<file path="config.mk">
export PLATFORM = sky130hd
export DESIGN_NAME = text_ram_scheduler
export DESIGN_NICKNAME = d
export VERILOG_FILES = /design/src/rtl/text_ram_scheduler_pkg.sv /design/src/rtl/text_ram_scheduler_clear_engine.sv /design/src/rtl/text_ram_scheduler.sv
export SDC_FILE = /design/constraint.sdc
export NUM_CORES = 1
export LEC_CHECK = 0
export CAP_MARGIN = 0
export CORE_ASPECT_RATIO = 1.2
export CORE_MARGIN = 2
export CORE_UTILIZATION = 40
export DETAILED_ROUTE_END_ITERATION = 10
export HOLD_SLACK_MARGIN = 0.1
export MAX_ROUTING_LAYER = met4
export PLACE_DENSITY_LB_ADDON = 0.3
export SYNTH_ARGS = -nofsm -noshare
export SYNTH_HDL_FRONTEND = slang
export SYNTH_HIERARCHICAL = 1
export SYNTH_SLANG_ARGS = --single-unit
export TNS_END_PERCENT = 5
</file>
<file path="constraint.sdc">
create_clock -name pixel_clock -period 2.4 [get_ports pixel_clock]
set_input_delay 0.6 -clock pixel_clock [delete_from_list [all_inputs] [get_ports pixel_clock]]
set_output_delay 0.6 -clock pixel_clock [all_outputs]
set_load 0.1 [all_outputs]
</file>
<file path="src/rtl/text_ram_scheduler_pkg.sv">
// Shared definitions for the text RAM scheduler: slot owners, clear FSM
// state codes, RAM address width and default clear fill character.
// No ports; imported by text_ram_scheduler and text_ram_scheduler_clear_engine.
package text_ram_scheduler_pkg;

   localparam int ADDR_W  = 14;   // {line[6:0], col[6:0]}
   localparam int COORD_W = 7;    // width of one line or column coordinate

   localparam logic [7:0] BLANK_DEFAULT = 8'h20;

   // Owner of one RAM cycle
   typedef enum logic [1:0] {
      OWN_IDLE    = 2'd0,
      OWN_DISPLAY = 2'd1,
      OWN_HOST    = 2'd2,
      OWN_CLEAR   = 2'd3
   } owner_t;

   // Clear FSM state encoding
   localparam logic [1:0] CLR_IDLE = 2'd0;
   localparam logic [1:0] CLR_RUN  = 2'd1;
   localparam logic [1:0] CLR_DONE = 2'd2;

endpackage

</file>
<file path="src/rtl/text_ram_scheduler_clear_engine.sv">
// Clear engine: walks every {line,col} cell once, one cell per grant.
// Latency: start -> RUN next cycle; each grant advances the cell counter.
// Backpressure: waits indefinitely for grant while requesting.
// Ports: clk/reset, start (ignored unless idle), grant, req (RUN),
//        busy (RUN or DONE), done (one-cycle pulse), addr (current cell).
module text_ram_scheduler_clear_engine
   import text_ram_scheduler_pkg::*;
#(
   parameter int COLS = 100,
   parameter int ROWS = 75
)(
   input  logic              clk,
   input  logic              reset,
   input  logic              start,
   input  logic              grant,
   output logic              req,
   output logic              busy,
   output logic              done,
   output logic [ADDR_W-1:0] addr
);

   localparam logic [COORD_W-1:0] LAST_COL = COORD_W'(COLS - 1);
   localparam logic [COORD_W-1:0] LAST_ROW = COORD_W'(ROWS - 1);

   logic [1:0]         state;
   logic [COORD_W-1:0] line;
   logic [COORD_W-1:0] col;

   always_ff @(posedge clk or posedge reset) begin
      if (reset) begin
         state <= CLR_IDLE;
         line  <= '0;
         col   <= '0;
      end else begin
         case (state)
            CLR_IDLE: begin
               if (start) begin
                  state <= CLR_RUN;
                  line  <= '0;
                  col   <= '0;
               end
            end
            CLR_RUN: begin
               if (grant) begin
                  if (col == LAST_COL) begin
                     col <= '0;
                     // Last cell granted: the write lands alongside DONE
                     if (line == LAST_ROW) state <= CLR_DONE;
                     else                  line  <= line + 1'b1;
                  end else begin
                     col <= col + 1'b1;
                  end
               end
            end
            CLR_DONE: state <= CLR_IDLE;
            default:  state <= CLR_IDLE;
         endcase
      end
   end

   assign req  = (state == CLR_RUN);
   assign busy = (state == CLR_RUN) || (state == CLR_DONE);
   assign done = (state == CLR_DONE);
   assign addr = {line, col};

endmodule

</file>
<file path="src/rtl/text_ram_scheduler.sv">
// Single-port text RAM scheduler: display reads always win, host and clear
// writes share the remaining slots round-robin. Latency: slot decided in
// cycle N drives RAM outputs in N+1. Backpressure: host holds req until ack.
// Ports: pixel_clock/reset; char_column/char_line/subchar_pixel/blank from
//        the timing generator; host_req/addr/data/ack write port;
//        clear_start/busy/done; registered RAM strobes ram_*; disp_rd.
module text_ram_scheduler
   import text_ram_scheduler_pkg::*;
#(
   parameter int         COLS       = 100,
   parameter int         ROWS       = 75,
   parameter logic [7:0] BLANK_CODE = BLANK_DEFAULT
)(
   input  logic              pixel_clock,
   input  logic              reset,
   input  logic [6:0]        char_column,
   input  logic [6:0]        char_line,
   input  logic [2:0]        subchar_pixel,
   input  logic              blank,
   input  logic              host_req,
   input  logic [ADDR_W-1:0] host_addr,
   input  logic [7:0]        host_data,
   output logic              host_ack,
   input  logic              clear_start,
   output logic              clear_busy,
   output logic              clear_done,
   output logic              ram_en,
   output logic              ram_we,
   output logic [ADDR_W-1:0] ram_addr,
   output logic [7:0]        ram_wdata,
   output logic              disp_rd
);

   localparam logic [COORD_W-1:0] COLS_L = COORD_W'(COLS);
   localparam logic [COORD_W-1:0] ROWS_L = COORD_W'(ROWS);

   logic              display_slot;
   logic              host_want;
   logic              host_in_range;
   logic              clr_req;
   logic [ADDR_W-1:0] clr_addr;
   owner_t            owner;
   owner_t            last_writer;

   assign display_slot = !blank && (subchar_pixel == 3'd0);
   // The host still shows req during its ack cycle; it must not be re-granted then
   assign host_want     = host_req && !host_ack;
   assign host_in_range = (host_addr[6:0] < COLS_L) && (host_addr[13:7] < ROWS_L);

   always_comb begin
      owner = OWN_IDLE;
      if (display_slot)
         owner = OWN_DISPLAY;
      else if (host_want && clr_req)
         owner = (last_writer == OWN_HOST) ? OWN_CLEAR : OWN_HOST;
      else if (host_want)
         owner = OWN_HOST;
      else if (clr_req)
         owner = OWN_CLEAR;
   end

   text_ram_scheduler_clear_engine #(
      .COLS (COLS),
      .ROWS (ROWS)
   ) u_clear_engine (
      .clk   (pixel_clock),
      .reset (reset),
      .start (clear_start),
      .grant (owner == OWN_CLEAR),
      .req   (clr_req),
      .busy  (clear_busy),
      .done  (clear_done),
      .addr  (clr_addr)
   );

   // Round-robin pointer; resets to CLEAR so the host wins first contention
   always_ff @(posedge pixel_clock or posedge reset) begin
      if (reset)
         last_writer <= OWN_CLEAR;
      else if (owner == OWN_HOST || owner == OWN_CLEAR)
         last_writer <= owner;
   end

   // RAM output register: strobes are single-cycle, address/data hold
   always_ff @(posedge pixel_clock or posedge reset) begin
      if (reset) begin
         ram_en    <= 1'b0;
         ram_we    <= 1'b0;
         ram_addr  <= '0;
         ram_wdata <= '0;
         disp_rd   <= 1'b0;
         host_ack  <= 1'b0;
      end else begin
         ram_en   <= 1'b0;
         ram_we   <= 1'b0;
         disp_rd  <= 1'b0;
         host_ack <= 1'b0;
         case (owner)
            OWN_DISPLAY: begin
               ram_en   <= 1'b1;
               ram_addr <= {char_line, char_column};
               disp_rd  <= 1'b1;
            end
            OWN_HOST: begin
               // Off-screen writes are acknowledged but never reach the RAM
               ram_en    <= host_in_range;
               ram_we    <= host_in_range;
               ram_addr  <= host_addr;
               ram_wdata <= host_data;
               host_ack  <= 1'b1;
            end
            OWN_CLEAR: begin
               ram_en    <= 1'b1;
               ram_we    <= 1'b1;
               ram_addr  <= clr_addr;
               ram_wdata <= BLANK_CODE;
            end
            default: ;
         endcase
      end
   end

endmodule

</file>
==> Word level (Yosys, flattened, before mapping) <==
Index checks and enable logic that the tools add are counted.
{ "op_classes": {"add_sub_neg": 2, "n_lt_le_gt_ge": 2, "n_eq_ne": 13, "muxes": 24, "reduce_logical": 17} }
{ "ops": {"columns": ["operator", "n"], "rows": [
  ["$mux W7", 6],
  ["$pmux W14 S3", 1],
  ["$pmux W7 S2", 2],
  ["$mux W2", 8],
  ["$pmux W8 S2", 1],
  ["$add A7 B1 Y7 const B", 2],
  ["$eq A7 B7 Y1 const B", 2],
  ["$lt A7 B7 Y1 const B", 2],
  ["$eq A2 B2 Y1 const B", 4],
  ["$ne A2 B1 Y1 const B", 3],
  ["$reduce_and A5 Y1", 1],
  ["$eq A2 B1 Y1 const B", 2],
  ["$logic_and A1 B1 Y1", 4],
  ["$ne A2 B2 Y1 const B", 2],
  ["$pmux W1 S2", 2],
  ["$pmux W2 S2", 1],
  ["$reduce_and A4 Y1", 1],
  ["$reduce_bool A2 Y1", 2],
  ["$logic_not A3 Y1", 1],
  ["$mux W1", 3],
  ["$reduce_and A3 Y1", 1],
  ["$reduce_bool A3 Y1", 1],
  ["$logic_not A1 Y1", 2],
  ["$logic_not A2 Y1", 1],
  ["other kinds (2)", 3]
]} }
{ "totals": {"regBits": 44, "input_bits": 44, "output_inout_bits": 28, "elab_cells": 68} }

==> Longest topological paths before layout <==
Gate-level depths: netlist of the first run.
{ "depth": {"word_depth": 8, "depth_mapped": 9, "ltp_nobuf": 8} }

==> By module <==
Netlist of the first run, hierarchy kept.
{ "by_module_without_submodules": {"columns": ["mod", "n_inst", "cells_each", "area_each_um2", "seq_area_each_um2"], "rows": [
  ["text_ram_scheduler", 1, 124, 1371.3, 703.2],
  ["text_ram_scheduler_clear_engine", 1, 108, 1048.5, 400.4]
]} }

==> Worst setup path before layout of the first run <==
OpenSTA, ideal clock, no wires.
{ "synth_timing": {"path_kind": "reg-to-reg", "start": "register host_ack", "end": "register u_clear_engine.col[3]", "setup_time_ps": 95, "arrival_time_ps": 2335, "required_time_ps": 2305, "slack_ps": -30, "path_stages_with_launch": 9, "n_path_buf": 1, "period_less_slack_ps": 2430, "path_cell_list": "dfrtp_1 -> nand2b_1 -> o21ai_1 -> nor2_1 -> nand2b_1 -> o211ai_1 -> clkbuf_1 -> o21ai_0 -> o31ai_1"} }
{ "synth_between": {"elab_chain_cells": 8, "elab_cells_between_ends": 9, "cone_classes": "eq/ne (2); mux (3); reduce/logical (4)"} }
{ "synth_rtl": {"columns": ["item", "line", "text"], "rows": [
  ["start, declared", "text_ram_scheduler.sv:23", "output logic host_ack,"],
  ["start signal, assigned", "text_ram_scheduler.sv:92", "host_ack <= 1'b0;"],
  ["start signal, assigned", "text_ram_scheduler.sv:97", "host_ack <= 1'b0;"],
  ["start signal, assigned", "text_ram_scheduler.sv:110", "host_ack <= 1'b1;"],
  ["$logic_not A1 Y1 (*)", "text_ram_scheduler.sv:47", "assign host_want = host_req && !host_ack;"],
  ["$logic_and A1 B1 Y1 (*)", "text_ram_scheduler.sv:47", null],
  ["$mux W2 or $logic_and A1 B1 Y1 (tied branches)", "text_ram_scheduler.sv:56, text_ram_scheduler.sv:54", null],
  ["$mux W2 (*)", "text_ram_scheduler.sv:54", "else if (host_want && clr_req)"],
  ["$mux W2 (*)", "text_ram_scheduler.sv:52", "if (display_slot)"],
  ["$eq A2 B2 Y1 (*)", "text_ram_scheduler.sv:69", ".grant (owner == OWN_CLEAR),"],
  ["$ne A2 B1 Y1 (no source line) (*)", null, null],
  ["$reduce_and A3 Y1 (no source line) (*)", null, null],
  ["end signal, assigned", "text_ram_scheduler_clear_engine.sv:51", "col <= col + 1'b1;"],
  ["end, declared", "text_ram_scheduler_clear_engine.sv:27", "logic [COORD_W-1:0] col;"]
]} }
Mark *: on every way between the ends. The rest lies on a longest branch, timed or not.
A chain may end at the register's enable or synchronous reset.

==> Worst setup path in the final report of the first run <==
{ "layout_timing": {"start": "input blank", "end": "register u_clear_engine.col[5]"} }
{ "layout_between": {"elab_chain_cells": 6} }
{ "layout_rtl": {"columns": ["item", "line", "text"], "rows": [
  ["start, declared", "text_ram_scheduler.sv:19", "input logic blank,"],
  ["$logic_not A1 Y1", "text_ram_scheduler.sv:45", "assign display_slot = !blank && (subchar_pixel == 3'd0);"],
  ["$logic_and A1 B1 Y1", "text_ram_scheduler.sv:45", null],
  ["$mux W2", "text_ram_scheduler.sv:52", null],
  ["$eq A2 B2 Y1", "text_ram_scheduler.sv:69", null],
  ["$ne A2 B1 Y1 (no source line)", null, null],
  ["$reduce_and A3 Y1 (no source line)", null, null]
]} }
Every way passes these cells.

==> results of run 1 <==
final timing paths:
path	startpoint	to	slack (ns)	cells past startpoint
worst min register to register	ram_wdata[5]	ram_wdata[5]	0.49	2
max in group asynchronous	reset	ram_addr[11]	1.13	3
worst max register to register	u_clear_engine/state[1]	u_clear_engine/col[5]	0.31	8
worst min-delay path	ram_wdata[5]	ram_wdata[5]	0.49	2
worst max-delay path	blank	u_clear_engine/col[5]	0.19	9
min in group asynchronous	reset	ram_wdata[4]	0.69	2
routing by layer:
layer	track usage [%]	up-vias	wire, µm	share of wire [%]
met4	6.49	0	82	1.4
met1	23.3	1003	2550	44
met5	-	-	0	0
li1	-	1026	-	-
met2	30.6	52	2860	49
met3	3.49	7	325	5.6
flip-flops by register name, indices dropped and copies added, names as in the netlist:
register,flops
last_writer,2
u_clear_engine/line,7
u_clear_engine/col,7
ram_wdata,8
disp_rd,1
ram_en,1
host_ack,1
ram_we,1
u_clear_engine/state,2
ram_addr,14
tightest hold or removal path: cells and delay by family (launching register included):
kind | cells | cell delay (ns)
compound gates | 1 | 0.06
flops | 1 | 0.34
simple gates | 1 | 0.04
cell families after synthesis:
logic type      synth area share [%]
flops                           45.6
fa+ha+maj                       4.14
compound gates                  26.6
simple gates                    16.7
mux                             1.76
buf+inv                         5.17
final cells by class:
type / instances / area share (%)
tap: 82 / 3.08
inverter: 9 / 1.01
clock buffer: 6 / 2.18
multi-input combinational: 167 / 35.7
sequential: 44 / 33.1
timing repair buffer: 85 / 23.9
clock inverter: 2 / 1.05
cell usage after synthesis (2+ instances only):
master and number:
a211o_1 2, a21o_1 2, a21oi_1 21, a21oi_2 10, a22o_1 9, and2_1 4, and3_1 2, and4_1 2
buf_4 2, buf_6 3, clkbuf_1 6, dfrtp_1 42, dfstp_2 2, ha_1 8, inv_1 8, mux2_1 2
mux2i_1 2, nand2_1 27, nand2b_1 4, nand3_1 7, nand4_1 6, nor2_1 4, nor2b_1 2, nor4_1 2
o211a_1 2, o211ai_1 4, o21ai_0 7, o22ai_1 5, o22ai_2 10, o311ai_0 4, o31ai_1 2, or2_2 2
metrics by stage:
step	setup TNS, ns	hold WS (ns)	worst slack [ns]	area [µm²]
floorplan	0	0.474	0.124	2420
global placement	-0.740	0.468	-0.0642	3230
detailed placement	-1.50	0.475	-0.111	3230
CTS	0	0.494	0.203	3340
global route	0	0.520	0.0574	3340
finish	0	0.486	0.192	3340
layout by cell type, fill, tap and decap left out, drive strengths merged, types with 4 or more instances in the layout:
cell type / Yosys / routed
nand2: 27 / 27
clkbuf: 6 / 6
a21oi: 31 / 31
o22ai: 15 / 15
and2: 5 / 5
clkdlybuf4s50: 0 / 43
nand2b: 4 / 4
inv: 9 / 9
a22o: 9 / 9
dfrtp: 42 / 42
nand3: 7 / 7
o211ai: 4 / 4
ha: 8 / 8
o21ai: 9 / 9
o311ai: 4 / 4
nand4: 6 / 6
buf: 6 / 42
nor2: 5 / 5
==> impl_metrics.py, run 1 <==
metrics = {
    "placed_design": {
        "hpwl_um": 4470,
        "io_buffers": 71,
        "placed_cells": 387,
        "place_congestion": 0.834,
    },
    "sta": {
        "slew_violations": 0,
        "fin_crit_ns": 2.21,
        "setup_viol": 0,
        "hold_viol_final": 0,
        "maxSlewHeadroom_pct": 57.6,
        "worst_slew_pin_slew_ns": 0.635,
        "fin_crit_sh_pct": 92.0,
        "skew_ns": 0.00609,
        "max_freq_ghz": 0.453,
        "rsz0062_at_grt": "false",
    },
    "drt": {
        "wl_um": 5820,
        "wire_per_inst_um": 14.7,
        "via_per_inst": 5.29,
        "postRouteAntennaNets": 0,
        "drt-initial-drc-count": 99,
        "drc_errors": 0,
        "drt_pass1_iterations": 4,
        "num_vias": 2088,
    },
    "global_route": {
        "grt_max_degree": 19,
        "grt_pass1_vias": 2037,
        "grt_pass1_wl_um": 9290,
        "grt-ovfl-total": 0,
        "grt_usage_pct": 18.8,
        "antenna_found_initial": 0,
    },
    "critical_path": {
        "setup.worst_path.end_class": "flop",
        "critPathSlowestCell": "or4_4",
        "slowest_delay_ns": 0.55,
        "worst-path-buf-inv": 3,
        "cp-start-kind": "input pin",
        "crit_family": "simple AND/OR/NAND/NOR gates",
        "crit_fanout": 8,
        "crit_chain": "clkdlybuf4s50_1 > or4_4 > inv_2 > nor2_1 > nand2b_1 > o211ai_1 > buf_4 > nand2_1 > o311ai_0",
        "cp.arrival_ns": 2.38,
        "worstPathRequired_ns": 2.57,
        "worstSetupPathType": "input pin to flop",
    },
    "die": {
        "core_area_mm2": 0.00593,
        "die_width_um": 75,
        "num_rows": 31,
        "initial_core_util_pct": 40.8,
        "fp.dieH_um": 89.2,
        "fp.dieArea_mm2": 0.00669,
        "io_pins": 72,
    },
    "yosys": {
        "synthArstFlopShare_pct": 100,
        "postSynthCellCount": 232,
        "synthDominantCellAreaShare_pct": 43.4,
        "syn_area_mm2": 0.00242,
        "synth_top_cell_by_area": "dfrtp_1",
        "ys.flop_type": "dfrtp_1",
        "synth_cell_types": 49,
        "synth_edf_count": 0,
        "syn_area_per_cell_um2": 10.4,
        "seq_area_frac_synth_pct": 45.6,
        "yosysWarnings": 6,
        "synth.ff_latch_count": 44,
        "synth_nets": 284,
        "synth_area_leaders": "dfrtp_1, o22ai_2, a21oi_1, nand2_1, ha_1",
    },
    "clocking": {
        "h-tree-depth": 2,
        "cts_hold_buf": 0,
        "cts_root_buffer": "clkbuf_8",
        "clockBufferDepth": 2,
        "postCtsSetupBuffers": 0,
        "cts-buffers-inserted": 5,
        "post_cts_resized": 0,
        "cts.sinks": 44,
        "cts_tree": "done",
        "clk_pin_slew_ns": 0.08,
        "insertion_delay_ns": 0.29,
    },
    "final_layout": {
        "multi_input_area_mm2": 0.00119,
        "postLayoutCoreUtil_pct": 56.2,
        "area_growth_syn_to_layout_pct": 37.8,
        "regArea_mm2": 0.00110,
        "fillers": 556,
        "n_antenna_cell": 0,
        "drive_gt1_share_pct": 25.9,
        "fin_cells": 395,
        "final_nets": 364,
    },
    "outcome": {
        "status": "finished, final reports clean",
    },
    "worst_hold_path": {
        "hp-class": "flop to flop",
    },
    "flow_run": {
        "drv_cap": 0,
    },
}
Power of run 1 is left out: the tool's default activity adds up to more than one toggle a clock period on the data nets, which glitch-free logic cannot reach.
==> run 2, diff against run 1 <==
--- a/constraint.sdc
+++ b/constraint.sdc
@@ -3,2 +3,2 @@
 set_output_delay 0.6 -clock pixel_clock [all_outputs]
-set_load 0.1 [all_outputs]
+set_load 0.005 [all_outputs]
==> run 2 against run 1 <==
Against the previous run:
- die area unchanged
- fmax about the same
- critical endpoint is now u_clear_engine/line[1]
- setup slack about the same
- clock skew decreased by 0.0035 ns
- count of clock-buffer cells in the layout unchanged
- flip-flop and latch count unchanged
- non-clock buffer count decreased by 1
- first-iteration DRC count decreased by 12%
==> impl_metrics.py, run 2 (same netlist as run 1, synthesis figures left out) <==
metrics = {
    "outcome": {
        "status": "finished, final reports clean",
    },
    "die": {
        "num_rows": 31,
        "core_area_mm2": 0.00593,
        "die_width_um": 75,
        "fp.dieH_um": 89.2,
        "initial_core_util_pct": 40.8,
        "fp.dieArea_mm2": 0.00669,
        "io_pins": 72,
    },
    "critical_path": {
        "setup.worst_path.end_class": "flop",
        "worstPathRequired_ns": 2.60,
        "crit_chain": "clkdlybuf4s50_1 > or4_4 > inv_2 > nor2_1 > nand2b_1 > o211ai_1 > buf_4 > a21oi_1 > o32ai_1",
        "slowest_delay_ns": 0.54,
        "critPathSlowestCell": "or4_4",
        "crit_fanout": 5,
        "cp.arrival_ns": 2.41,
        "worstSetupPathType": "input pin to flop",
        "cp-start-kind": "input pin",
    },
    "placed_design": {
        "io_buffers": 71,
        "hpwl_um": 4490,
        "place_congestion": 0.858,
    },
    "sta": {
        "fin_crit_sh_pct": 92.0,
        "skew_ns": 0.00258,
        "rsz0062_at_grt": "false",
        "maxSlewHeadroom_pct": 56.5,
        "timing.hold.ws_ns": 0.504,
        "setup_viol": 0,
        "hold_viol_final": 0,
        "timing.setup.tns_ns": 0,
        "fin_crit_ns": 2.21,
        "worst_slew_pin_slew_ns": 0.652,
        "slew_violations": 0,
        "max_freq_ghz": 0.453,
    },
    "clocking": {
        "post_cts_resized": 0,
        "clockBufferDepth": 2,
        "cts_hold_buf": 0,
        "cts.sinks": 44,
        "insertion_delay_ns": 0.30,
        "postCtsSetupBuffers": 0,
        "cts-buffers-inserted": 5,
        "clk_pin_slew_ns": 0.08,
        "cts_root_buffer": "clkbuf_8",
        "cts_tree": "done",
        "h-tree-depth": 2,
    },
    "global_route": {
        "grt-ovfl-total": 0,
        "grt_pass1_vias": 2109,
        "grt_pass1_wl_um": 9730,
        "antenna_found_initial": 0,
        "grt_usage_pct": 19.5,
        "grt_max_degree": 29,
    },
    "drt": {
        "drt-initial-drc-count": 87,
        "wire_per_inst_um": 15.1,
        "num_vias": 2080,
        "wl_um": 5950,
        "drc_errors": 0,
        "via_per_inst": 5.28,
        "drt_pass1_iterations": 4,
        "postRouteAntennaNets": 0,
    },
    "power_and_ir_drop": {
        "powerDensity_mw_per_mm2": 1090,
        "peakVddDrop_uv": 556,
        "p_leak_uw": 0.00141,
    },
    "flow_run": {
        "drv_cap": 0,
    },
    "worst_hold_path": {
        "hp-class": "flop to flop",
    },
    "final_layout": {
        "largest_reg_flops": 14,
        "area_growth_syn_to_layout_pct": 38.7,
        "regArea_mm2": 0.00110,
        "top_register": "ram_addr",
        "drive_gt1_share_pct": 16.7,
        "top_regs": "ram_addr (14), ram_wdata (8)",
        "final_nets": 363,
        "multi_input_area_mm2": 0.00119,
        "layout_commonest_cell": "clkdlybuf4s50_1",
        "fillers": 545,
        "n_antenna_cell": 0,
        "final_cell_mix": "clkdlybuf4s50_1, dfrtp_1, nand2_1",
    },
}
run 2: cell types whose count changed in the layout (fill, tap and decap cells not counted):
cell / previous run / this run
clkdlybuf4s50_1: 43 / 71
buf_4: 38 / 11
buf_12: 4 / 2
bufinv_16: 1 / 0
clkbuf_1: 1 / 0
clkbuf_8: 5 / 6
clkinv_2: 1 / 2
dfrtp_1: 41 / 42
dfrtp_2: 1 / 0
run 2: worst paths after layout:
kind / startpoint / endpoint / slack, ns / cells past startpoint
max: blank / u_clear_engine/line[1] / 0.19 / 9
min: last_writer[1] / last_writer[1] / 0.50 / 1
max reg2reg: u_clear_engine/state[1] / ram_wdata[1] / 0.38 / 6
min reg2reg: last_writer[1] / last_writer[1] / 0.50 / 1
max in group asynchronous: reset / u_clear_engine/col[4] / 1.27 / 2
min in group asynchronous: reset / ram_wdata[5] / 0.70 / 3
run 2: layer usage:
metal	GRT usage [%]	wire length (µm)
met1	24.9	2670
met4	6.66	116
met5	-	0
met3	3.72	267
met2	30.9	2890
run 2: where the power goes:
group | switching [µW] | total [µW] | internal, µW
registers | 199 | 1220 | 1020
logic | 894 | 1940 | 1050
clock network | 252 | 482 | 230
run 2: worst max-delay path: cells and delay by family:
family	cells	cell delay, ns
buffers and inverters	3	0.68
AOI/OAI and AO/OA	3	0.35
and+or+nand+nor	3	0.76
run 2: area by class of cell:
| cell class | count | share of cell area (%) |
|---|---|---|
| clock buffer | 6 | 2.46 |
| clock inverter | 2 | 0.298 |
| inverter | 9 | 1.01 |
| multi-input combinational | 167 | 35.5 |
| sequential | 44 | 32.9 |
| tap | 82 | 3.06 |
| timing repair buffer | 84 | 24.8 |
run 2: metrics by stage:
stage               setup slack [ns]  cell area (µm²)  power [µW]  cells  utilization, %
floorplan                      0.124             2420        2330    232               -
global placement             -0.0676             3260        3140    386            55.0
detailed placement            -0.111             3260        3190    386            55.0
CTS                            0.196             3360        3680    394            56.6
global route                  0.0388             3360        3950    394            56.6
finish                         0.192             3360        3640    394            56.6
Power figures use the tool's default switching activity.
